<file path="src/rtl/reg_rstn_mode_n_en_y_if.sv">
// Data and load-enable bundle for the enabled D-type register.
// The master drives the enable and the data. The slave returns the registered value.
interface reg_rstn_mode_n_en_y_if #(
    parameter int unsigned DATA_WIDTH = 32
);
    logic                  i_en;
    logic [DATA_WIDTH-1:0] i_data;
    logic [DATA_WIDTH-1:0] o_data;

    modport master (
        output i_en,
        output i_data,
        input  o_data
    );

    modport slave (
        input  i_en,
        input  i_data,
        output o_data
    );
endinterface

</file>
<file path="src/rtl/reg_rstn_mode_n_en_y.sv">
// D-type register with a synchronous load-enable and an asynchronous active-low reset.
// Reset always forces the fixed value RST_VAL.
module reg_rstn_mode_n_en_y #(
    parameter int unsigned                DATA_WIDTH = 32,
    parameter logic [DATA_WIDTH-1:0]      RST_VAL    = '0
) (
    input  logic                    i_clk,
    input  logic                    i_rst_n,
    reg_rstn_mode_n_en_y_if.slave   bus
);

    logic [DATA_WIDTH-1:0] data_q;
    logic [DATA_WIDTH-1:0] data_d;

    always_comb begin
        data_d = data_q;
        if (bus.i_en) begin
            data_d = bus.i_data;
        end
    end

    always_ff @(posedge i_clk or negedge i_rst_n) begin
        if (!i_rst_n) begin
            data_q <= RST_VAL;
        end else begin
            data_q <= data_d;
        end
    end

    assign bus.o_data = data_q;

    // An unknown enable while out of reset would corrupt the held value.
    en_known_a : assert property (@(posedge i_clk) disable iff (!i_rst_n) !$isunknown(bus.i_en))
        else $error("i_en is unknown at a clock edge while out of reset");

endmodule

</file>
<file path="src/flat_wrapper.sv">
// flat-port wrapper written by rule: the top's interface ports become plain ports
module reg_rstn_mode_n_en_y_flat 
#(
    parameter int unsigned                DATA_WIDTH = 32,
    parameter logic [DATA_WIDTH-1:0]      RST_VAL    = '0
)
  (i_clk, i_rst_n, bus_i_en, bus_i_data, bus_o_data);
  reg_rstn_mode_n_en_y_if #(.DATA_WIDTH(DATA_WIDTH)) bus_i ();
  input  logic i_clk;
  input  logic i_rst_n;
  input wire logic [$bits(bus_i.i_en)-1:0] bus_i_en;
  input wire logic [$bits(bus_i.i_data)-1:0] bus_i_data;
  output wire logic [$bits(bus_i.o_data)-1:0] bus_o_data;
  assign bus_i.i_en = bus_i_en;
  assign bus_i.i_data = bus_i_data;
  assign bus_o_data = bus_i.o_data;
  reg_rstn_mode_n_en_y #(.DATA_WIDTH(DATA_WIDTH), .RST_VAL(RST_VAL)) u_core (.i_clk(i_clk), .i_rst_n(i_rst_n), .bus(bus_i));
endmodule
</file>
<file path="config.mk">
export PLATFORM = sky130hd
export DESIGN_NAME = reg_rstn_mode_n_en_y_flat
export DESIGN_NICKNAME = d
export VERILOG_FILES = /design/src/rtl/reg_rstn_mode_n_en_y_if.sv /design/src/rtl/reg_rstn_mode_n_en_y.sv /design/src/flat_wrapper.sv
export SDC_FILE = /design/constraint.sdc
export NUM_CORES = 1
export LEC_CHECK = 0
export BUFFER_PORTS_ARGS = -buffer_cell sky130_fd_sc_hd__buf_2
export CAP_MARGIN = 10
export CORE_MARGIN = 2
export CORE_UTILIZATION = 47
export CTS_CLUSTER_DIAMETER = 200
export DETAILED_ROUTE_END_ITERATION = 6
export GPL_TIMING_DRIVEN = 1
export MAX_ROUTING_LAYER = met4
export PLACE_DENSITY_LB_ADDON = 0.08
export RECOVER_POWER = 25
export SLEW_MARGIN = 25
export SYNTH_ARGS = -nofsm -noshare
export SYNTH_HDL_FRONTEND = slang
export SYNTH_SLANG_ARGS = --single-unit
export TNS_END_PERCENT = 1
</file>
<file path="constraint.sdc">
create_clock -name i_clk -period 1.55 [get_ports i_clk]
set_input_delay 0.31 -clock i_clk [delete_from_list [all_inputs] [get_ports i_clk]]
set_output_delay 0.31 -clock i_clk [all_outputs]
set_load 0.01 [all_outputs]
</file>
==> flow_summary.toml <==
[run_status]
outcome = "finished clean"

[run]
cap_violations = 0

[cts]
cts_resized = 0
root_buffer = "clkbuf_4"
ctsHoldBuffers = 1
path_clk_slew_ns = 0.09
clk_latency_ns = 0.32
cts_max_level = 2
cts_tree = "built"
numCtsBuffers = 5
post_cts_buffers = 0
cts_num_sinks = 32
clock_path_buffers = 2

[timing]
finalSetupViolations = 0
tightest_slew_ns = 0.808
finalHoldViolCount = 0
relSlewSlack_pct = 46.1
rsz0062_at_grt = "no"
slew_viol_final = 0
setup-tns-final_ns = 0
period_share_pct = 78.1
fin_worst_skew_ns = 0
fin_crit_ns = 1.21
fmax_mhz = 826

[place]
gp_congestion = 0.680
dp_hpwl_um = 1690
place_area_um2 = 1680
port_buffers = 66

[global_route]
grt_pass1_vias = 748
grt_max_degree = 33
antenna_found_initial = 0
grt_pass1_wl_um = 3590
grt_use_total_pct = 15.5
gr-total-overflow = 0

[hold_path]
hold_path_class = "input port to register"

[pwr]
ir_worst_vdd_uv = 791
power_density_nw_per_um2 = 1040
p_leak_nw = 0.856

[synth]
synth_top_area_cell = "dfrtp_1"
avgSynthCellArea_um2 = 19.8
synth-edff-count = 0
synth.most_common_cell = "dfrtp_1"
async_flop_share_pct = 100
yosys_register_bits = 32
synth_common_cells = "32 x dfrtp_1, 30 x mux2_4, 3 x buf_12, 2 x mux2_2, 1 x buf_6"
synth-seq-area-share_pct = 59.5
syn_area_um2 = 1350
syn_inst = 68
ys.flop_type = "dfrtp_1"
yosys-top-cells-area = "dfrtp_1 60%, mux2_4 33%, buf_12 4.5%"
synth_top_cell_area_share_pct = 59.5
syn_nets = 103
synth_warnings = 0
synth.distinct_cells = 5

[drt]
drcViolationCount = 0
wl_um = 2310
vias_per_cell = 4.73
wl_per_cell_um = 13.4
ant_nets = 0
firstDrtPassIters = 2
vias = 813
initialDrtViolationCount = 9

[setup_path]
cp.arrival_ns = 1.42
worst_ep_required_time_ns = 1.76
cp_max_fo = 32
path_class = "input port to register"
crit_path_start_kind = "input port"
cp-end-kind = "register"

[die]
rows = 19
fp.dieArea_um2 = 3310
die_h_um = 57.5
ioPinCount = 67
start_util_pct = 49.2
core_area_um2 = 2730
die_x_um = 57.5

[cells_and_area]
syn_to_final_growth_pct = 23.5
layout-drive-gt1-share_pct = 61.0
antenna_cells = 0
largest_reg_flops = 32
nNetsFinal = 175
fin_area_um2 = 1660
fillCellCount = 236
where the power goes:
part           internal (W)  leakage [nW]  switching (W)
clock              0.000224        0.0326       0.000248
combinational      0.000168         0.449       0.000136
sequential         0.000917         0.374      0.0000405
total               0.00131         0.856       0.000425
cells by family (layout without fill, tap and decap cells):
logic type / count (synthesis) / count (layout) / synth area share (%)
buffers and inverters: 4 / 77 / 5.30
flip-flops: 32 / 32 / 59.5
multiplexers: 32 / 32 / 35.2
critical path, cell delays in order:
cell	delay [ns]
buf_2	0.07
buf_2	0.63
mux2_2	0.41
path summary, 6_finish.rpt:
path | startpoint | to | slack (ns) | cells after the start
max | bus_i_en | u_core.bus.o_data[29] | 0.34 | 3
min reg2reg | u_core.bus.o_data[11] | u_core.bus.o_data[11] | 0.49 | 1
min in group asynchronous | i_rst_n | u_core.bus.o_data[23] | 0.44 | 2
max reg2reg | u_core.bus.o_data[2] | u_core.bus.o_data[2] | 0.76 | 1
max in group asynchronous | i_rst_n | u_core.bus.o_data[6] | 0.68 | 3
min | bus_i_data[10] | u_core.bus.o_data[10] | 0.20 | 2
cell usage in the layout (no fill, tap or decap):
cell type / n
buf_12: 1
buf_2: 67
clkbuf_1: 2
clkbuf_4: 5
clkbuf_8: 1
dfrtp_1: 32
dlygate4sd3_1: 1
mux2_1: 20
mux2_2: 2
mux2_4: 10
per-stage QoR:
step	hold WS [ns]	total power [W]	worst slack, ns	std cells	utilization, %
after global placement	0.258	0.00133	0.410	163	61.6
after detailed placement	0.260	0.00134	0.398	163	61.6
after floorplan	0.0144	0.00119	0.573	68	-
after CTS	0.193	0.00183	0.354	172	64.1
after global routing	0.170	0.00184	0.301	172	60.8
final	0.197	0.00173	0.340	172	60.8
cell type report:
cell class / count / area, um2 / area share [%]
multi-input cells: 32 / 398 / 23.9
repair buffers: 69 / 365 / 22.0
well taps: 31 / 38.8 / 2.33
clock buffers: 8 / 58.8 / 3.54
flip-flops and latches: 32 / 801 / 48.2
metal layers:
| metal | track usage, % | share of wire, % | vias up |
|---|---|---|---|
| met5 | - | 0 | - |
| met4 | 6.98 | 1.9 | 0 |
| met3 | 6.80 | 11 | 6 |
| met2 | 21.1 | 45 | 43 |
| met1 | 20.1 | 41 | 385 |
| li1 | - | - | 379 |
No activity file was read; power rests on OpenSTA's default activity.
